**src/rtl/lvds_tx_arbiter.sv**
```systemverilog
// lvds_tx_arbiter: round-robin arbiter feeding a single serial LVDS lane.
// Each granted word goes out as one start bit (0), then DATA_W data bits
// LSB first, then STOP_CYCLES high cycles. The lane idles high, and at least
// one idle cycle separates consecutive frames.
module lvds_tx_arbiter #(
    parameter int N_REQ       = 4,
    parameter int DATA_W      = 24,
    parameter int STOP_CYCLES = 2
) (
    input  logic                     clk,
    input  logic                     rst,
    input  logic                     en,
    input  logic [N_REQ-1:0]         req_valid,
    input  logic [N_REQ*DATA_W-1:0]  req_data,
    output logic [N_REQ-1:0]         req_ready,
    output logic                     tx,
    output logic                     busy,
    output logic [$clog2(N_REQ)-1:0] grant_id,
    output logic                     frame_done
);

    localparam int PTR_W = $clog2(N_REQ);
    localparam int BIT_W = $clog2(DATA_W + 1);
    localparam int STP_W = $clog2(STOP_CYCLES + 1);

    typedef enum logic [1:0] {
        S_IDLE  = 2'd0,
        S_START = 2'd1,
        S_DATA  = 2'd2,
        S_STOP  = 2'd3
    } state_t;

    state_t             state, state_nxt;
    logic [PTR_W-1:0]   ptr, ptr_nxt;
    logic [PTR_W-1:0]   winner;
    logic [PTR_W:0]     cand;
    logic               found;
    logic               grant;
    logic [DATA_W-1:0]  win_word;
    logic [DATA_W-1:0]  shift, shift_nxt;
    logic [BIT_W-1:0]   bit_cnt, bit_cnt_nxt;
    logic [STP_W-1:0]   stop_cnt, stop_cnt_nxt;
    logic               tx_nxt;
    logic               frame_done_nxt;
    logic [PTR_W-1:0]   grant_id_nxt;

    // Advance a requester index by one, wrapping at N_REQ (N_REQ need not be a power of two).
    function automatic logic [PTR_W-1:0] ptr_inc(input logic [PTR_W-1:0] p);
        if (p == PTR_W'(N_REQ - 1)) begin
            return '0;
        end
        return p + 1'b1;
    endfunction

    // Round-robin search: first valid requester at or above ptr, wrapping past N_REQ-1.
    always_comb begin
        found  = 1'b0;
        winner = '0;
        cand   = '0;
        for (int i = 0; i < N_REQ; i++) begin
            cand = {1'b0, ptr} + (PTR_W + 1)'(i);
            if (cand >= (PTR_W + 1)'(N_REQ)) begin
                cand = cand - (PTR_W + 1)'(N_REQ);
            end
            if (!found && req_valid[cand[PTR_W-1:0]]) begin
                found  = 1'b1;
                winner = cand[PTR_W-1:0];
            end
        end
    end

    // Select the winner's word from the flattened request bus.
    always_comb begin
        win_word = '0;
        for (int i = 0; i < N_REQ; i++) begin
            if (winner == PTR_W'(i)) begin
                win_word = req_data[i*DATA_W +: DATA_W];
            end
        end
    end

    // A grant only happens from IDLE with scheduling enabled; reset suppresses it outright.
    assign grant = (state == S_IDLE) && en && found && !rst;

    // One-hot handshake toward the winning requester, present only in the granting cycle.
    always_comb begin
        req_ready = '0;
        if (grant) begin
            req_ready[winner] = 1'b1;
        end
    end

    // Next-state logic; tx is computed one cycle ahead so the lane pin is a flop.
    always_comb begin
        state_nxt      = state;
        ptr_nxt        = ptr;
        grant_id_nxt   = grant_id;
        shift_nxt      = shift;
        bit_cnt_nxt    = bit_cnt;
        stop_cnt_nxt   = stop_cnt;
        tx_nxt         = 1'b1;
        frame_done_nxt = 1'b0;

        case (state)
            S_IDLE: begin
                if (grant) begin
                    state_nxt    = S_START;
                    shift_nxt    = win_word;
                    grant_id_nxt = winner;
                    ptr_nxt      = ptr_inc(winner);
                    tx_nxt       = 1'b0;
                end
            end

            S_START: begin
                state_nxt   = S_DATA;
                tx_nxt      = shift[0];
                shift_nxt   = shift >> 1;
                bit_cnt_nxt = '0;
            end

            S_DATA: begin
                if (bit_cnt == BIT_W'(DATA_W - 1)) begin
                    state_nxt    = S_STOP;
                    bit_cnt_nxt  = '0;
                    stop_cnt_nxt = '0;
                    tx_nxt       = 1'b1;
                end else begin
                    tx_nxt      = shift[0];
                    shift_nxt   = shift >> 1;
                    bit_cnt_nxt = bit_cnt + 1'b1;
                end
            end

            S_STOP: begin
                if (stop_cnt == STP_W'(STOP_CYCLES - 1)) begin
                    // Always return to IDLE so frames never abut.
                    state_nxt    = S_IDLE;
                    stop_cnt_nxt = '0;
                end else begin
                    stop_cnt_nxt   = stop_cnt + 1'b1;
                    frame_done_nxt = (stop_cnt == STP_W'(STOP_CYCLES - 2));
                end
            end

            default: begin
                state_nxt = S_IDLE;
            end
        endcase
    end

    // State and datapath registers; reset abandons any frame in flight and idles the lane.
    always_ff @(posedge clk) begin
        if (rst) begin
            state      <= S_IDLE;
            ptr        <= '0;
            grant_id   <= '0;
            shift      <= '0;
            bit_cnt    <= '0;
            stop_cnt   <= '0;
            tx         <= 1'b1;
            frame_done <= 1'b0;
        end else begin
            state      <= state_nxt;
            ptr        <= ptr_nxt;
            grant_id   <= grant_id_nxt;
            shift      <= shift_nxt;
            bit_cnt    <= bit_cnt_nxt;
            stop_cnt   <= stop_cnt_nxt;
            tx         <= tx_nxt;
            frame_done <= frame_done_nxt;
        end
    end

    assign busy = (state != S_IDLE);

endmodule

```
**config.mk**
```make
export PLATFORM = sky130hd
export DESIGN_NAME = lvds_tx_arbiter
export DESIGN_NICKNAME = d
export VERILOG_FILES = /design/src/rtl/lvds_tx_arbiter.sv
export SDC_FILE = /design/constraint.sdc
export NUM_CORES = 1
export LEC_CHECK = 0
export ABC_AREA = 1
export CAP_MARGIN = 25
export CORE_UTILIZATION = 49
export DETAILED_ROUTE_END_ITERATION = 7
export GPL_ROUTABILITY_DRIVEN = 0
export PLACE_DENSITY = 0.89
export SLEW_MARGIN = 30
export SYNTH_ARGS = -nofsm -noshare
export SYNTH_HDL_FRONTEND = slang
export SYNTH_SLANG_ARGS = --single-unit
```
**constraint.sdc**
```tcl
create_clock -name clk -period 9.9 [get_ports clk]
set_clock_uncertainty 0.1 [all_clocks]
set_input_delay 2.97 -clock clk [delete_from_list [all_inputs] [get_ports clk]]
set_output_delay 2.97 -clock clk [all_outputs]
set_load 0.02 [all_outputs]
```
-- After elaboration in Yosys (flattened, before gate mapping)
Cells that the tools add are included.
- add/sub/neg operators: 10
- reduce and logical (&&, ||, !) cells: 23
- $lt $le $gt $ge: 10
- muxes and demuxes: 47
- bitwise gates (word level): 1
- equality and inequality tests: 12
- operator list (operator ; number):
    $mux 24 ; 6
    $pmux 24 s3 ; 1
    $mux 2 ; 15
    $lt 2x3->1 const B ; 5
    $mux 1 ; 14
    $pmux 5 s2 ; 1
    $ge 3x3->1 const B ; 3
    $bmux 1 s2 ; 4
    $eq 2x2->1 const B ; 4
    $ne 2x2->1 const B ; 4
    $pmux 2 s4 ; 1
    $sub 2x1->2 const B ; 4
    $logic_and 1x1->1 ; 7
    $add 2x2->3 const B ; 2
    $eq 2x1->1 const B ; 3
    $logic_not 2->1 ; 3
    $reduce_and 3->1 ; 2
    $reduce_bool 2->1 ; 3
    $add 5x1->5 const B ; 1
    $eq 5x5->1 const B ; 1
    $mux 5 ; 1
    $add 2x1->2 const B ; 2
    $logic_not 1->1 ; 4
    $mux 4 ; 1
    other kinds (10) ; 11
- flip-flop bits (word level): 39
- input port bits: 103
- logic and storage cells: 111
- output and inout bits: 9

-- Longest topological paths before layout
Gate-level depths: netlist (run 1).
- depth in word-level cells: 21
- gate-level depth with buffers: 24
- gate-level depth less buffers: 21

-- Least setup slack after synthesis (run 1)
OpenSTA, ideal clock, no wires.
- path type: in2out
- start: input port req_valid[1]
- end: output port req_ready[3]
- buffers on the path: 2
- arrival: 4.819 ns
- required time: 6.830 ns
- stages: 14
- path slack: 2.011 ns
- cell sequence: inv_1 nand2_1 nand3_2 nand2_1 nor2_4 nand2_1 nor2_1 o21ai_0 inv_1 ha_1 clkbuf_1 inv_1 buf_1 nor2_1
- cells in the longest elaborated chain, start to end: 17
- elaborated cells between the ends (all ways): 30
- classes of those cells: 2 x order compare; 19 x mux; 9 x reduce/logical
- ends and longest elaborated chain (what ; RTL line ; text):
    start, declared ; 13 ; input logic [N_REQ-1:0] req_valid,
    $bmux 1 s2 ; 65 ; if (!found && req_valid[cand[PTR_W-1:0]]) begin
    $mux 1 (implied by the code) ; 65 ;
    $mux 1 ; 65 ;
    $logic_not 1->1 ; 65 ;
    $logic_and 1x1->1 ; 65 ;
    $mux 1 ; 65 ;
    $logic_not 1->1 ; 65 ;
    $logic_and 1x1->1 ; 65 ;
    [... 2 more ...] ; n/a ;
    $logic_and 1x1->1 ; 65 ;
    $mux 2 (*) ; 65 ;
    net winner[1] ; 35 ; logic [PTR_W-1:0] winner;
    $lt 2x3->1 (implied by the code) or $ge 2x1->1 (tied branches) ; 89 ; req_ready[winner] = 1'b1;
    $logic_and 1x1->1 (implied by the code) ; 89 ;
    $mux 1 (implied by the code) ; 89 ;
    $demux 1 s2 (*) ; 89 ;
    $mux 4 (*) ; 88 ; if (grant) begin
    end, declared ; 15 ; output logic [N_REQ-1:0] req_ready,
The timed path passes the listed nets; every way through them passes the cells marked *. The select of a mux whose other input is x is not followed.

-- Worst setup path after layout (run 1)
- start: input port req_valid[1]
- end: output port req_ready[2]
The elaborated chain is that of the path after synthesis.

==> results of run 1 <==
==> metal layers <==
metal  GRT usage  share of wire  vias to the layer above
met5           0              0                        -
met4       0.102          0.019                        0
met3      0.0640          0.077                       16
met2       0.450           0.46                      109
met1       0.346           0.44                     1580
li1            -              -                     1822
==> stage by stage <==
step | total power, W | hold WS, ns | instance area [um^2] | setup WS (ns)
6_report | 0.00133 | 0.328 | 4270 | 0.526
5_1_grt | 0.00148 | 0.343 | 4270 | 0.242
4_1_cts | 0.00133 | 0.334 | 4270 | 0.558
3_5_place_dp | 0.00119 | 0.326 | 4150 | 0.562
3_3_place_gp | 0.00116 | 0.309 | 4150 | 0.700
2_1_floorplan | 0.000988 | 0.297 | 3090 | 2.01
==> synthesized netlist by cell type <==
cell / number
sky130_fd_sc_hd__ha_1: 10
sky130_fd_sc_hd__a21oi_1: 57
sky130_fd_sc_hd__or2_2: 1
sky130_fd_sc_hd__nor3_1: 2
sky130_fd_sc_hd__buf_1: 5
sky130_fd_sc_hd__o211ai_1: 13
sky130_fd_sc_hd__nor2_4: 1
sky130_fd_sc_hd__nand3_4: 1
sky130_fd_sc_hd__inv_1: 23
sky130_fd_sc_hd__clkbuf_1: 20
sky130_fd_sc_hd__nand2_8: 2
sky130_fd_sc_hd__o21ai_0: 30
sky130_fd_sc_hd__buf_2: 5
sky130_fd_sc_hd__xnor2_1: 1
sky130_fd_sc_hd__a211oi_1: 2
sky130_fd_sc_hd__xor2_1: 1
sky130_fd_sc_hd__nand2_2: 3
sky130_fd_sc_hd__buf_6: 6
sky130_fd_sc_hd__nand3_2: 18
sky130_fd_sc_hd__nand2_1: 137
sky130_fd_sc_hd__nor2_2: 1
sky130_fd_sc_hd__dfxtp_1: 39
sky130_fd_sc_hd__inv_4: 1
sky130_fd_sc_hd__nand4_1: 3
sky130_fd_sc_hd__nand3_1: 49
sky130_fd_sc_hd__o32ai_1: 1
sky130_fd_sc_hd__and2_1: 1
sky130_fd_sc_hd__inv_2: 2
sky130_fd_sc_hd__nor2_1: 66
==> layout by cell type, fill, tap and decap left out <==
| cell | instances |
|---|---|
| sky130_fd_sc_hd__a21oi_1 | 57 |
| sky130_fd_sc_hd__nand2_2 | 3 |
| sky130_fd_sc_hd__clkbuf_8 | 6 |
| sky130_fd_sc_hd__o21ai_0 | 30 |
| sky130_fd_sc_hd__dfxtp_1 | 39 |
| sky130_fd_sc_hd__inv_1 | 23 |
| sky130_fd_sc_hd__xor2_1 | 1 |
| sky130_fd_sc_hd__buf_4 | 6 |
| sky130_fd_sc_hd__o211ai_1 | 13 |
| sky130_fd_sc_hd__nand2_1 | 137 |
| sky130_fd_sc_hd__nand2_8 | 2 |
| sky130_fd_sc_hd__and2_1 | 1 |
| sky130_fd_sc_hd__ha_1 | 10 |
| sky130_fd_sc_hd__nand3_1 | 49 |
| sky130_fd_sc_hd__a211oi_1 | 2 |
| sky130_fd_sc_hd__nor2_1 | 66 |
| sky130_fd_sc_hd__inv_4 | 1 |
| sky130_fd_sc_hd__nor2_4 | 1 |
| sky130_fd_sc_hd__xnor2_1 | 1 |
| sky130_fd_sc_hd__clkdlybuf4s50_1 | 111 |
| sky130_fd_sc_hd__clkinv_2 | 1 |
| sky130_fd_sc_hd__inv_2 | 2 |
| sky130_fd_sc_hd__bufinv_16 | 1 |
| sky130_fd_sc_hd__or2_2 | 1 |
| sky130_fd_sc_hd__nor2_2 | 1 |
| sky130_fd_sc_hd__nor3_1 | 2 |
| sky130_fd_sc_hd__nand3_4 | 1 |
| sky130_fd_sc_hd__o32ai_1 | 1 |
| sky130_fd_sc_hd__nand3_2 | 18 |
| sky130_fd_sc_hd__nand4_1 | 3 |
==> worst reg2reg max path: stages, from the launching register on <==
cell and delay (ns):
sky130_fd_sc_hd__dfxtp_1 0.56, sky130_fd_sc_hd__inv_4 0.10, sky130_fd_sc_hd__nand2_1 0.09, sky130_fd_sc_hd__nand2_1 0.08, sky130_fd_sc_hd__nand2_2 0.09, sky130_fd_sc_hd__nand2_2 0.08, sky130_fd_sc_hd__nor2_4 0.14, sky130_fd_sc_hd__nand2_1 0.11
sky130_fd_sc_hd__nor2_1 0.13, sky130_fd_sc_hd__o21ai_0 0.10, sky130_fd_sc_hd__buf_4 0.15, sky130_fd_sc_hd__inv_1 0.07, sky130_fd_sc_hd__ha_1 0.69, sky130_fd_sc_hd__inv_2 0.35, sky130_fd_sc_hd__o211ai_1 0.33, sky130_fd_sc_hd__nand3_1 0.11
sky130_fd_sc_hd__o21ai_0 0.14, sky130_fd_sc_hd__nand3_2 0.09, sky130_fd_sc_hd__nand2_1 0.08, sky130_fd_sc_hd__nor2_1 0.04
==> final cells by class <==
class                           instances  area, um^2
Timing Repair Buffer                  117        1160
Fill cell                             510        1720
Tap cell                               75        93.8
Clock inverter                          2        35.0
Multi-Input combinational cell        400        2020
Sequential cell                        39         781
Inverter                               26         100
Clock buffer                            6        82.6
==> cells by family after synthesis <==
kind of cell,Yosys count
and+or+nand+nor,285
AOI/OAI and AO/OA,103
buffers and inverters,62
DFF,39
adders and majority gates,10
xor gates and xnor gates,2
==> path summary, 6_finish.rpt <==
kind	start	end	slack, ns	depth (start not counted)
max	req_valid[1]	req_ready[2]	0.53	15
min	stop_cnt[1]	frame_done	0.33	1
max reg2reg	ptr[0]	shift[2]	6.16	19
min reg2reg	stop_cnt[1]	frame_done	0.33	1
==> state kept, by name (all words and copies together), names as in the netlist <==
name	count
shift	24
bit_cnt	5
grant_id	2
ptr	2
state	2
stop_cnt	2
frame_done	1
tx	1
==> power by group <==
group / leakage (nW) / switching, W / internal (W) / total (W)
Clock: 0.0612 / 0.0000551 / 0.0000815 / 0.000137
Combinational: 1.49 / 0.000600 / 0.000362 / 0.000961
Sequential: 0.322 / 0.0000276 / 0.000206 / 0.000234
Total: 1.87 / 0.000683 / 0.000649 / 0.00133
==> out/qor.tcl, run 1 <==
set qor(status) {complete, no violations}
set qor(post_cts_hold_buffer_count) 0
set qor(synth_cell_type_count) 29
set qor(synth.area.mux_share) 0
set qor(cts_tree) {yes}
set qor(vdd.ir_drop.worst_v) 0.000219
set qor(synth-compound-area-share) 0.180
set qor(post_synth_xor_area_fraction) 0.00567
set qor(pwr_density_cell_nw_per_um2) 312
set qor(cp_common_cell) {sky130_fd_sc_hd__nand2_1}
set qor(flow.area_growth_from_synthesis_pct) 38.2
set qor(core_um2) 5990
set qor(floorplan.die.height_um) 81.4
set qor(antenna_diodes) 0
set qor(drtAntennaViolNets) 0
set qor(cts_buf_count) 5
set qor(dieArea_um2) 6630
set qor(final.setup.tns_ns) 0
set qor(antenna_found_initial) 0
set qor(critPathRequiredTime_ns) 6.83
set qor(synth_nets) 614
set qor(final_hold_viol_count) 0
set qor(max_slew_margin) 0.455
set qor(vias_per_cell) 5.30
set qor(post-dp-hpwl_um) 6740
set qor(timing.critical_path.arrival_ns) 6.30
set qor(clock-root-buffer) {sky130_fd_sc_hd__clkbuf_8}
set qor(post-synth-top-area-fraction) 0.253
set qor(post_route_cells_drive_above_1_share) 0.0746
set qor(placement.io_buffers) 111
set qor(startpoint_types) {primary input}
set qor(routed_wire_length_per_instance_um) 13.6
set qor(finalNonFillerCells) 665
set qor(grt-ovfl-total) 0
set qor(ios) 112
set qor(cts_num_sinks) 39
set qor(synth.cell_area_um2) 3090
set qor(hold_path.class) {register to register}
set qor(clkTransAtPathRegs_ns) 0.07
set qor(share_of_the_clock_period_used_by_the_worst_path_after_layout) 0.947
set qor(finalWorstPathRequiredPeriod_ns) 9.37
set qor(route.detailed.drc) 0
set qor(chipWidth_um) 81.4
set qor(critical-path-top-delay-family) {buffers and inverters}
set qor(netlist_top_cells_area) {sky130_fd_sc_hd__dfxtp_1 25%, sky130_fd_sc_hd__nand2_1 17%, sky130_fd_sc_hd__a21oi_1 9.2%}
set qor(final-setup-viol-count) 0
set qor(routed-via-count) 3527
set qor(synth_simple_gate_area_share) 0.428
set qor(crit_type) {primary input to output port}
set qor(number_of_global_route_vias_before_repair) 3204
set qor(worst-path-max-fanout) 25
set qor(static-leakage-power_nw) 1.87
set qor(detail_route.first_pass.iterations) 5
set qor(report.final.slew_viol_count) 0
set qor(synth-warning-count) 0
set qor(floorplan.initialDensity) 0.516
set qor(syn-mean-instance-area_um2) 6.17
set qor(cts.path.max_buffers) 2
set qor(synth_top_area_cell) {sky130_fd_sc_hd__dfxtp_1}
set qor(max_stage_delay_ns) 0.69
set qor(nNetsFinal) 702
set qor(total_detailed_routing_wirelength_um) 9040
set qor(synth_sequential_area_ratio) 0.253
set qor(pin_count_of_the_biggest_net_entering_global_routing) 54
set qor(number_of_setup_buffers_added_after_cts) 0
set qor(timing.fmax_mhz) 107
set qor(synthAdderAreaFrac) 0.0405
set qor(first_pass_grt_wire_length_um) 14100
set qor(cp_num_buf_inv) 6
set qor(timing.critical_path.slowest_stage_cell) {sky130_fd_sc_hd__ha_1}
set qor(ys_ff_latch) 39
set qor(rsz0062_at_grt) {no}
set qor(std_cell_rows) 28
set qor(place.detailed.instances) 657
set qor(timing_worst_slew_pin_value_ns) 0.817
set qor(synthCells) 501
set qor(cts_max_level) 2
set qor(crit_path_cell_trace) {clkdlybuf4s50_1 -> inv_1 -> nand2_1 -> nand3_2 -> nand2_1 -> nor2_4 -> nand2_1 -> nor2_1 -> o21ai_0 -> buf_4 -> inv_1 -> ha_1 -> inv_2 -> nor2_1 -> clkdlybuf4s50_1}
set qor(clkLatencyLatePin_ns) 0.29
set qor(grtUsageTotal) 0.274
set qor(layout.core_utilization) 0.713
set qor(crit_path_end_kind) {output port}
set qor(post_cts_resized) 0
set qor(drt-initial-drc-count) 248
set qor(synth_top_family_by_area) {simple AND/OR/NAND/NOR gates}
set qor(maxcap_viol_count) 0
Power figures use the tool's default switching activity.
==> inputs of run 2 (changes only) <==
Settings changed: TNS_END_PERCENT from default to 100.
==> results of run 2 <==
The final DEF is identical to that of run 1; final timing and power are the same.
